[src/rtl/inst_fetch_req_ctrl_pkg.sv]
// Shared types and constants for the instruction-fetch request controller.
// Holds the state encoding, address type and fetch-group arithmetic.
package inst_fetch_req_ctrl_pkg;

  typedef logic [31:0] addr_t;

  localparam addr_t RESET_PC_DEFAULT  = 32'hBFC0_0000;
  localparam addr_t FETCH_GROUP_BYTES = 32'd16;
  localparam logic  TRUE              = 1'b1;
  localparam logic  FALSE             = 1'b0;

  typedef enum logic [1:0] {
    StRunWait = 2'd0,
    StReqHold = 2'd1,
    StDrain   = 2'd2
  } fetch_state_e;

  // Start of the next aligned fetch group; a redirect target's low bits are discarded here.
  function automatic addr_t next_group_pc(addr_t pc);
    return {pc[31:4], 4'b0000} + FETCH_GROUP_BYTES;
  endfunction

endpackage

[src/rtl/inst_fetch_req_ctrl_if.sv]
// ICache request/response handshake between the fetch controller (master) and the cache (slave).
interface inst_fetch_req_ctrl_if;
  import inst_fetch_req_ctrl_pkg::*;

  logic  inst_req_o;
  addr_t inst_addr_o;
  logic  inst_addr_ok_i;
  logic  inst_data_ok_i;

  modport master (
    output inst_req_o,
    output inst_addr_o,
    input  inst_addr_ok_i,
    input  inst_data_ok_i
  );

  modport slave (
    input  inst_req_o,
    input  inst_addr_o,
    output inst_addr_ok_i,
    output inst_data_ok_i
  );

endinterface

[src/rtl/inst_fetch_req_ctrl_outst_counter.sv]
// Outstanding-request and stale-response counters for the fetch controller.
// The drop count marks how many of the in-flight responses belong to a pre-redirect stream.
module inst_fetch_req_ctrl_outst_counter #(
  parameter int unsigned MaxOutst = 2
) (
  input  logic       clk,
  input  logic       rst,
  input  logic       fire_i,
  input  logic       data_ok_i,
  input  logic       load_drop_i,
  input  logic       add_drop_i,
  output logic [1:0] outst_o,
  output logic [1:0] outst_next_o,
  output logic [1:0] drop_o,
  output logic       resp_drop_o
);

  localparam logic [1:0] MaxCnt = 2'(MaxOutst);

  logic [1:0] outst_q, outst_d;
  logic [1:0] drop_q, drop_d;
  logic       stale;

  always_comb begin
    stale   = data_ok_i && (drop_q != 2'd0);
    outst_d = outst_q + {1'b0, fire_i} - {1'b0, data_ok_i};
    drop_d  = drop_q;
    // A fresh redirect makes everything still in flight stale, including a same-cycle fire.
    if (load_drop_i) begin
      drop_d = outst_d;
    end else begin
      drop_d = drop_q + {1'b0, add_drop_i} - {1'b0, stale};
    end
  end

  always_ff @(posedge clk) begin
    if (rst) begin
      outst_q <= 2'd0;
      drop_q  <= 2'd0;
    end else begin
      outst_q <= outst_d;
      drop_q  <= drop_d;
    end
  end

  assign outst_o      = outst_q;
  assign outst_next_o = outst_d;
  assign drop_o       = drop_q;
  assign resp_drop_o  = stale;

  a_no_underflow: assert property (@(posedge clk) disable iff (rst)
    data_ok_i |-> (outst_q != 2'd0));
  a_no_overflow: assert property (@(posedge clk) disable iff (rst)
    !(fire_i && !data_ok_i && (outst_q == MaxCnt)));
  a_drop_bounded: assert property (@(posedge clk) disable iff (rst)
    drop_q <= outst_q);

endmodule

[src/rtl/inst_fetch_req_ctrl.sv]
// IF-stage ICache request sequencer: owns the fetch PC, issues 16B group requests and flags
// responses of requests made before a redirect so later stages can drop them.
module inst_fetch_req_ctrl
  import inst_fetch_req_ctrl_pkg::*;
#(
  parameter int unsigned MAX_OUTST = 2,
  parameter addr_t       RESET_PC  = RESET_PC_DEFAULT
) (
  input  logic                  clk,
  input  logic                  rst,
  input  logic                  redirect_w_i,
  input  addr_t                 redirect_pc_i,
  input  logic                  pred_take_i,
  input  addr_t                 pred_dest_i,
  input  logic                  down_allowin_i,
  inst_fetch_req_ctrl_if.master bus,
  output logic                  req_fire_o,
  output logic                  resp_drop_o,
  output logic [1:0]            outst_cnt_o
);

  localparam logic [1:0] MaxCnt = 2'(MAX_OUTST);

  fetch_state_e state_q;
  addr_t        pc_q, pc_next;
  addr_t        addr_q;
  logic         req_q;
  logic         fire;
  logic         can_issue;
  logic [1:0]   outst, outst_next, drop;

  assign fire = req_q && bus.inst_addr_ok_i;

  inst_fetch_req_ctrl_outst_counter #(
    .MaxOutst (MAX_OUTST)
  ) u_outst_counter (
    .clk          (clk),
    .rst          (rst),
    .fire_i       (fire),
    .data_ok_i    (bus.inst_data_ok_i),
    .load_drop_i  (redirect_w_i && (state_q != StDrain)),
    .add_drop_i   (fire && (state_q == StDrain)),
    .outst_o      (outst),
    .outst_next_o (outst_next),
    .drop_o       (drop),
    .resp_drop_o  (resp_drop_o)
  );

  always_comb begin
    pc_next = pc_q;
    // A stale request firing while draining must not clobber the redirect target.
    if (redirect_w_i) begin
      pc_next = redirect_pc_i;
    end else if (fire && (state_q != StDrain)) begin
      pc_next = pred_take_i ? pred_dest_i : next_group_pc(pc_q);
    end
    can_issue = down_allowin_i && (outst_next < MaxCnt);
  end

  always_ff @(posedge clk) begin
    if (rst) begin
      state_q <= StRunWait;
      pc_q    <= RESET_PC;
      req_q   <= FALSE;
      addr_q  <= RESET_PC;
    end else begin
      pc_q <= pc_next;
      unique case (state_q)
        StRunWait: begin
          if (redirect_w_i) begin
            state_q <= (outst_next == 2'd0) ? StRunWait : StDrain;
          end else if (can_issue) begin
            req_q   <= TRUE;
            addr_q  <= pc_q;
            state_q <= StReqHold;
          end
        end
        StReqHold: begin
          if (redirect_w_i) begin
            // Either the held request or the one firing now is stale, so draining is certain.
            req_q   <= !fire;
            state_q <= StDrain;
          end else if (fire) begin
            if (can_issue) begin
              addr_q <= pc_next;
            end else begin
              req_q   <= FALSE;
              state_q <= StRunWait;
            end
          end
        end
        StDrain: begin
          if (fire) begin
            req_q <= FALSE;
          end
          if ((drop == 2'd0) && !req_q) begin
            state_q <= StRunWait;
          end
        end
        default: state_q <= StRunWait;
      endcase
    end
  end

  assign bus.inst_req_o  = req_q;
  assign bus.inst_addr_o = addr_q;
  assign req_fire_o      = fire;
  assign outst_cnt_o     = outst;

endmodule

[src/flat_wrapper.sv]
// flat-port wrapper written by rule: the top's interface ports become plain ports
module inst_fetch_req_ctrl_flat import inst_fetch_req_ctrl_pkg::*;
#(
  parameter int unsigned MAX_OUTST = 2,
  parameter addr_t       RESET_PC  = RESET_PC_DEFAULT
)
  (clk, rst, redirect_w_i, redirect_pc_i, pred_take_i, pred_dest_i, down_allowin_i, req_fire_o, resp_drop_o, outst_cnt_o, bus_inst_req_o, bus_inst_addr_o, bus_inst_addr_ok_i, bus_inst_data_ok_i);
  inst_fetch_req_ctrl_if bus_i ();
  input  logic clk;
  input  logic rst;
  input  logic redirect_w_i;
  input  addr_t redirect_pc_i;
  input  logic pred_take_i;
  input  addr_t pred_dest_i;
  input  logic down_allowin_i;
  output logic req_fire_o;
  output logic resp_drop_o;
  output logic [1:0] outst_cnt_o;
  output wire logic [$bits(bus_i.inst_req_o)-1:0] bus_inst_req_o;
  output wire logic [$bits(bus_i.inst_addr_o)-1:0] bus_inst_addr_o;
  input wire logic [$bits(bus_i.inst_addr_ok_i)-1:0] bus_inst_addr_ok_i;
  input wire logic [$bits(bus_i.inst_data_ok_i)-1:0] bus_inst_data_ok_i;
  assign bus_inst_req_o = bus_i.inst_req_o;
  assign bus_inst_addr_o = bus_i.inst_addr_o;
  assign bus_i.inst_addr_ok_i = bus_inst_addr_ok_i;
  assign bus_i.inst_data_ok_i = bus_inst_data_ok_i;
  inst_fetch_req_ctrl #(.MAX_OUTST(MAX_OUTST), .RESET_PC(RESET_PC)) u_core (.clk(clk), .rst(rst), .redirect_w_i(redirect_w_i), .redirect_pc_i(redirect_pc_i), .pred_take_i(pred_take_i), .pred_dest_i(pred_dest_i), .down_allowin_i(down_allowin_i), .bus(bus_i), .req_fire_o(req_fire_o), .resp_drop_o(resp_drop_o), .outst_cnt_o(outst_cnt_o));
endmodule
[config.mk]
export PLATFORM = sky130hd
export DESIGN_NAME = inst_fetch_req_ctrl_flat
export DESIGN_NICKNAME = d
export VERILOG_FILES = /design/src/rtl/inst_fetch_req_ctrl_pkg.sv /design/src/rtl/inst_fetch_req_ctrl_if.sv /design/src/rtl/inst_fetch_req_ctrl_outst_counter.sv /design/src/rtl/inst_fetch_req_ctrl.sv /design/src/flat_wrapper.sv
export SDC_FILE = /design/constraint.sdc
export NUM_CORES = 1
export LEC_CHECK = 0
export CAP_MARGIN = 5
export CELL_PAD_IN_SITES_DETAIL_PLACEMENT = 0
export CELL_PAD_IN_SITES_GLOBAL_PLACEMENT = 1
export CORE_AREA = 2 2 119 121
export DETAILED_ROUTE_END_ITERATION = 12
export DIE_AREA = 0 0 121 123
export PLACE_DENSITY_LB_ADDON = 0.25
export SLEW_MARGIN = 20
export SYNTH_ARGS = -nofsm -noshare
export SYNTH_HDL_FRONTEND = slang
export SYNTH_SLANG_ARGS = --single-unit
[constraint.sdc]
create_clock -name clk -period 3.8 [get_ports clk]
set_input_delay 0.76 -clock clk [delete_from_list [all_inputs] [get_ports clk]]
set_output_delay 0.76 -clock clk [all_outputs]
set_load 0.05 [all_outputs]
; Word-level counts from Yosys, hierarchy flattened
; Cells that the tools add are included.
[classes]
eq_ne = 13
n_lt_le_gt_ge = 1
muxes = 25
n_addsub = 5
reduce_logical = 18
[op_table]
columns = operator, n
row1 = $mux 32, 8
row2 = $pmux 32 s2, 1
row3 = $add 32x5->32 const B, 1
row4 = $mux 2, 8
row5 = $reduce_and 6->1, 2
row6 = $ne 2x1->1 const B, 4
row7 = $ne 2x2->1 const B, 4
row8 = $logic_and 1x1->1, 7
row9 = $logic_not 2->1, 3
row10 = $mux 1, 6
row11 = $ne 3x2->1 const B, 2
row12 = $pmux 2 s3, 1
row13 = $add 2x1->2, 2
row14 = $reduce_and 4->1, 1
row15 = $reduce_bool 2->1, 2
row16 = $sub 2x1->2, 2
row17 = $ne 3x3->1 const B, 1
row18 = $pmux 1 s3, 1
row19 = $reduce_bool 3->1, 1
row20 = $eq 2x1->1 const B, 1
row21 = $eq 2x2->1 const B, 1
row22 = $logic_not 1->1, 2
row23 = $lt 2x2->1 const B, 1
[totals]
out_inout_bits = 37
ff_bits = 71

; Longest topological paths before layout
; Gate-level depths: netlist (run 1).
[logic_depth]
ltp_word = 9
depth_mapped = 12
depth_no_buf = 10

; Cells and area by module
; Synthesis (run 1) repeated with hierarchy kept, for this count alone.
[unflattened]
hier_cells = 567
hier_area_um2 = 4270.3
[modules_own_cells]
columns = mod, instances, cells_per_inst, area_each_um2
row1 = inst_fetch_req_ctrl, 1, 544, 4018.9
row2 = inst_fetch_req_ctrl_outst_counter, 1, 23, 251.5

; Worst setup path after synthesis (run 1)
; Ideal clock, no wire load.
[synth_path]
kind = input-to-reg
from = in bus_inst_addr_ok_i
to = reg u_core.addr_q[29] (netlist: u_core.bus.inst_addr_o[29])
path_slack_ns = 0.571
path_stages = 12
n_path_buf = 2
arrival_time_ns = 3.109
setup_ns = 0.120
path_cell_list = nand2_1 clkbuf_1 ha_1 inv_1 ha_1 xnor3_1 nand2_2 or4b_4 buf_2 nand2_1 nand2_1 a211o_1
[synth_between]
elab_chain_cells = 8
word_cells_on_any_way = 16
classes_between = 2 x add/sub / 1 x order compare / 3 x eq/ne / 6 x mux / 4 x reduce/logical
[synth_lines]
columns = item, line_no
row1 = "start, declared", flat_wrapper.sv:21  ; input wire logic [$bits(bus_i.inst_addr_ok_i)-1:0] bus_inst_addr_ok_i;
row2 = $logic_and 1x1->1 *, inst_fetch_req_ctrl.sv:32  ; assign fire = req_q && bus.inst_addr_ok_i;
row3 = branches (longest 7 deep; another with $add 2x1->2), --
row4 = "end signal, assigned", inst_fetch_req_ctrl.sv:74  ; addr_q <= pc_q;
row5 = "end signal, assigned", inst_fetch_req_ctrl.sv:85  ; addr_q <= pc_next;
row6 = "end, declared", inst_fetch_req_ctrl.sv:26  ; addr_t addr_q;
; Every way passes the cells marked *. The select of a mux whose other input is x is not followed.
; A chain may end at the register's enable or synchronous reset.

; Worst setup path in the final report (run 1)
[layout_path]
from = in bus_inst_addr_ok_i
to = reg u_core.addr_q[8] (netlist: u_core.bus.inst_addr_o[8])
; The elaborated chain is that of the path after synthesis.

==> flow_summary.ini, run 1 <==
[worst_hold_path]
hold_path_class = flop to flop
worstHoldEndpoint = u_core.bus.inst_addr_o[10]
whs_path_depth = 2
min_from = u_core.bus.inst_addr_o[10]

[worst_setup_path]
path_max_fanout = 31
crit_path_start_kind = primary input
crit_buf_inv = 2
cpMaxStageDelayCell = or4b_4
ff2ff_setup_slack_ns = 0.98
required_ns = 4.06
reg2reg_depth = 10
path_delay_family = simple AND/OR/NAND/NOR gates
path_cells = clkdlybuf4s50_1 -> nand2_1 -> ha_1 -> inv_1 -> ha_1 -> xnor3_1 -> nand2_2 -> or4b_4 -> nor4_1 -> a31oi_1 -> o21ai_1
r2r-end = u_core.bus.inst_addr_o[8]
slowest_delay_ns = 0.71
timing.rr.start = u_core.bus.inst_req_o
path_class = primary input to flop
critPathCaptureType = flop
cp_data_arrival_time_ns = 3.53
crit_top_cell = ha_1

[timing]
grt_setup_unrepaired = false
min_period_over_period_pct = 86.16
fmax_mhz = 305.4
max_slew.worst_pin.slew_ns = 1.001
finalCriticalPeriod_ns = 3.274
setup_viol = 0
final_max_slew_viol_count = 0
relSlewSlack_pct = 33.10
clock_skew_ns = 0.008745
tns_ns = 0
hold_viol_final = 0

[logic_synthesis]
synth_edf_count = 0
async_flop_share_pct = 0
synth_top_area_share_pct = 33.27
syn_inst = 571
syn_area_per_cell_um2 = 7.481
synth_top_area_cell = dfxtp_1
synth_common_cells = 71 x dfxtp_1, 68 x nand2_1, 49 x nor2_1
netlist_area_um2 = 4272
yosys_warnings = 0
yosysSeqAreaShare_pct = 33.27
yosys-top-cells-area = dfxtp_1 33%, nand2_1 6.0%, a21oi_1 5.3%, o21ai_0 4.3%, nor2_1 4.3%
synth.most_common_cell = dfxtp_1
ys.flop_type = dfxtp_1
synth.net_count = 647
ys_seq_elements = 71
synth_cell_types = 70

[cts]
cts-htree-levels = 3
cts_root_buf = clkbuf_16
cts.clk_slew.worst_paths_ns = 0.06
cts_num_sinks = 71
clk_latency_ns = 0.34
ctsHoldBuffers = 0
cts-buffers-inserted = 9
cts_tree = yes
cts_buffer_depth = 2
cts_setup_buffers = 0
post_cts_resized = 0

[finish]
syn2layout_area_growth_pct = 34.48
stdcell_count = 839
diodes = 0
final_area_um2 = 5744
drive_above_1_share_pct = 6.829
nNetsFinal = 730

[drt]
vias = 4678
postRouteAntennaNets = 0
vias_per_cell = 5.576
wl_met3_um = 872
drt_pre_antenna_iters = 5
routed_wirelength_mm = 15.10
drt_iter0_markers = 280
wire_per_inst_um = 17.99
drcViolationCount = 0
top_layer_used = met4
wirelength_met1_mm = 6.914
wl_met2_mm = 7.011

[power]
cellInternalPower_mw = 1.586
powerDensity_nw_per_um2 = 423.5
total_power_mw = 2.433
p_sw_share_pct = 34.79
power_frac_comb_pct = 30.6
p_leak_nw = 2.091
switchingPower_uw = 846.2
clock_power_share_pct = 32.7
peakVddDrop_uv = 239.0
seqPwrFrac_pct = 36.7

[placed_design]
placed_cells = 823
placed_area_um2 = 5473
dp_hpwl_mm = 10.42
gp_congestion = 0.8356
io_buffers = 107

[die]
core.rowCount = 43
die_x_um = 121
fp.dieArea_um2 = 14880
start_util_pct = 31.38
core_um2 = 13610
ios = 108
die_h_um = 123

[global_routing]
grt_pass1_wl_mm = 23.73
grt_pass1_vias = 4388
grt_usage_pct = 20.48
grt_overflow_total = 0
grt_max_degree = 43
antenna_found_initial = 0

[status]
status = finished, final reports clean

[job]
maxCapViolCount = 0
## per-layer routing
metal / GRT usage, % / vias to the layer above
li1: - / 2280
met1: 27.58 / 2200
met2: 32.97 / 176
met3: 3.459 / 22
met4: 7.558 / 0
met5: 0 / -
## worst reg2reg max path: stages, from the launching register on
cell     delay [ns]
dfxtp_1        0.39
nand2_1        0.10
ha_1           0.28
inv_1          0.04
ha_1           0.16
xnor3_1        0.45
nand2_2        0.12
or4b_4         0.71
nor4_1         0.32
a31oi_1        0.07
o21ai_1        0.10
## stage by stage
step	utilization, %	worst slack (ns)	hold slack, ns
final	42.20	0.5258	0.4740
after global routing	42.20	0.3523	0.4986
after CTS	42.20	0.5258	0.4745
after detailed placement	40.21	0.1756	0.4665
after global placement	40.21	0.2082	0.4600
after floorplan	-	0.5713	0.5047
## layout by cell type (no fill, tap or decap), types with 5 or more instances in the layout
| master | netlist | layout |
|---|---|---|
| clkdlybuf4s50_1 | 0 | 105 |
| dfxtp_1 | 71 | 71 |
| nand2_1 | 68 | 68 |
| nor2_1 | 49 | 48 |
| a21oi_1 | 45 | 45 |
| o21ai_0 | 37 | 37 |
| nand3_1 | 30 | 30 |
| nor3_1 | 26 | 26 |
| nand4_1 | 17 | 17 |
| buf_4 | 2 | 16 |
| o31ai_1 | 14 | 14 |
| a31oi_1 | 11 | 11 |
| mux2i_1 | 11 | 11 |
| and3_1 | 10 | 10 |
| o21ai_1 | 10 | 10 |
| inv_1 | 9 | 9 |
| clkbuf_16 | 0 | 9 |
| and2_1 | 8 | 8 |
| nor4_1 | 7 | 7 |
| a221oi_1 | 6 | 6 |
| nand2b_1 | 5 | 5 |
| and4_1 | 5 | 5 |
| ha_1 | 5 | 5 |
| clkbuf_1 | 28 | 5 |
## worst max path at each step
stage	to	slack [ns]	depth (start not counted)	startpoint
6_report	u_core.bus.inst_addr_o[8]	0.53	11	bus_inst_addr_ok_i
4_1_cts	u_core.bus.inst_addr_o[29]	0.53	11	bus_inst_addr_ok_i
5_1_grt	u_core.bus.inst_addr_o[8]	0.35	11	bus_inst_addr_ok_i
3_3_place_gp	u_core.bus.inst_addr_o[29]	0.21	11	bus_inst_addr_ok_i
2_1_floorplan	u_core.bus.inst_addr_o[29]	0.57	12	bus_inst_addr_ok_i
3_5_place_dp	u_core.bus.inst_addr_o[29]	0.18	11	bus_inst_addr_ok_i
## kinds of logic (layout without fill, tap and decap cells)
group                    Yosys count  count (layout)  share of synthesized area [%]
AO/OA/AOI/OAI                    171             171                          25.72
XOR/XNOR                           4               4                          1.142
adder cells (fa/ha/maj)            5               5                          1.465
buffers and inverters             61             149                          5.975
flip-flops                        71              71                          33.27
multiplexers                      15              15                          3.632
AND/OR/NAND/NOR                  244             244                          28.79
## state kept, by name (all words and copies together), names as in the netlist
signal,cells
u_core.bus.inst_addr_o,32
u_core.pc_q,32
u_core.state_q,2
u_core.u_outst_counter.drop_o,2
u_core.u_outst_counter.outst_o,2
u_core.bus.inst_req_o,1
## power by group through the flow
stage | combinational [mW] | clock (mW) | sequential [mW]
6_report | 0.745 | 0.795 | 0.892
3_5_place_dp | 0.744 | 0 | 0.906
5_1_grt | 0.803 | 0.844 | 0.903
3_3_place_gp | 0.736 | 0 | 0.906
4_1_cts | 0.747 | 0.807 | 0.891
2_1_floorplan | 0.347 | 0 | 1.02
## cell type report
type	count	area (um2)
clock buffers	16	271.5
fillers	1408	7868
inverters	11	41.29
multi-input cells	439	2609
flip-flops and latches	71	1421
well taps	180	225.2
repair buffers	122	1176
Note: power is estimated with default switching activity, not from simulation.
==> run 2: changes to the inputs <==
PLACE_DENSITY_LB_ADDON = 0.1   (was 0.25)
SLEW_MARGIN = default   (was 20)
==> run 2 against run 1 <==
Via count is 0.45% higher. Sequential power barely moved. Cell count increased by 0.24%. Power up 3.4%. Worst setup slack got worse by 0.031 ns. Routed wire length increased by 4.6%. Clock skew decreased by 0.0042 ns. Clock-buffer cell count decreased by 5. Hold slack gained 0.0014 ns. Die area is the same. Critical endpoint is now req_fire_o.
==> flow_summary.ini, run 2 (synthesis gave the netlist of run 1 again) <==
[worst_hold_path]
whs_path_depth = 2
min_from = u_core.bus.inst_addr_o[10]
hold_path_class = flop to flop

[placed_design]
placed_area_um2 = 5510
dp_hpwl_mm = 10.75
gp_congestion = 0.8299
io_buffers = 107

[global_routing]
grt_overflow_total = 0
grt_pass1_vias = 4613
antenna_found_initial = 0
grt_usage_pct = 21.59
grt_max_degree = 44
grt_pass1_wl_mm = 24.72

[cts]
cts_num_sinks = 71
cts_buffer_depth = 2
cts-buffers-inserted = 9
cts_tree = yes
cts.clk_slew.worst_paths_ns = 0.06
cts_setup_buffers = 0
cts-htree-levels = 3
cts_root_buf = clkbuf_16
clk_latency_ns = 0.35
ctsHoldBuffers = 0
post_cts_resized = 0

[finish]
nNetsFinal = 733
n_fill_cell = 1415
final_common_cell = clkdlybuf4s50_1
syn2layout_area_growth_pct = 35.97
diodes = 0
final_area_um2 = 5808
drive_above_1_share_pct = 7.716
layout_common_cells = 106 x clkdlybuf4s50_1, 71 x dfxtp_1, 68 x nand2_1

[worst_setup_path]
path_delay_family = buffers and inverters
reg2reg_depth = 10
worst-path-stages = 5
crit_path_start_kind = primary input
timing.rr.start = u_core.bus.inst_req_o
cp_data_arrival_time_ns = 2.55
cpMaxStageDelayCell = clkdlybuf4s50_1
crit_buf_inv = 4
path_cells = clkdlybuf4s50_1 -> nand2_1 -> buf_4 -> inv_2 -> clkdlybuf4s50_1
crit_top_cell = clkdlybuf4s50_1
critPathCaptureType = output pin
path_class = primary input to output pin
path_max_fanout = 13
required_ns = 3.04
cp-startpoint = bus_inst_addr_ok_i
slowest_delay_ns = 0.85

[drt]
drt_pre_antenna_iters = 5
wire_per_inst_um = 18.78
routed_wirelength_mm = 15.79
drt_iter0_markers = 249
vias = 4699
postRouteAntennaNets = 0
drcViolationCount = 0
vias_per_cell = 5.587

[timing]
grt_setup_unrepaired = false
fmax_mhz = 302.6
finalCriticalPeriod_ns = 3.305
min_period_over_period_pct = 86.97
clock_skew_ns = 0.004577
relSlewSlack_pct = 50.55
setup_viol = 0
tns_ns = 0
hold_viol_final = 0
max_slew.worst_pin.slew_ns = 0.7384
final_max_slew_viol_count = 0

[power]
peakVddDrop_uv = 187.8
powerDensity_nw_per_um2 = 433.0
p_leak_nw = 2.126

[die]
fp.dieArea_um2 = 14880
start_util_pct = 31.38
core_um2 = 13610
core.rowCount = 43
ios = 108
die_h_um = 123
die_x_um = 121

[status]
status = finished, final reports clean

[job]
maxCapViolCount = 0
-- run 2: cell types whose count changed in the layout (fill, tap and decap cells not counted), sizes merged --
cell           previous run  this run
clkbuf                   16        11
buf                      17        19
bufinv                    0         1
clkinv                    1         4
clkdlybuf4s50           105       106
-- run 2: layout make-up --
class	count	area (um2)	area share, %
clock buffer	11	252.7	4.352
clock inverter	4	45.04	0.7755
inverter	11	41.29	0.7109
multi-input combinational	439	2609	44.92
sequential	71	1421	24.47
tap	180	225.2	3.878
timing repair buffer	125	1214	20.90
-- run 2: worst paths after layout --
check,to,slack [ns]
max reg2reg,u_core.bus.inst_addr_o[29],0.97
min,u_core.bus.inst_addr_o[10],0.48
max,req_fire_o,0.49
min reg2reg,u_core.bus.inst_addr_o[10],0.48
-- run 2: per-stage QoR --
step                      hold slack [ns]  utilization, %  worst slack (ns)  instances  power [mW]
final                              0.4754           42.67            0.4950        841       2.515
after global routing               0.5064           42.67            0.3589        841       2.627
after CTS                          0.4795           42.67            0.5044        841       2.528
after detailed placement           0.4711           40.48            0.1621        826       1.661
after global placement             0.4685           40.48            0.2074        826       1.656
after floorplan                    0.5047               -            0.5713        571       1.370
-- run 2: per-layer routing --
metal	share of wire (%)	vias to the layer above	track usage, %
met1	45	2256	26.88
met3	5.2	18	3.321
met5	0	-	0
met4	1.9	0	8.576
met2	48	137	37.39
li1	-	2288	-
-- run 2: worst min-delay path, delay by kind of cell, from the launching register on --
family          cells  cell delay, ns
compound gates      1            0.05
flops               1            0.32
simple gates        1            0.06
-- run 2: where the power goes --
part	switching (mW)	leakage [nW]	total (mW)	internal, mW
clock	0.332	0.151	0.869	0.537
combinational	0.459	1.39	0.753	0.294
sequential	0.0735	0.583	0.893	0.819
total	0.865	2.13	2.52	1.65
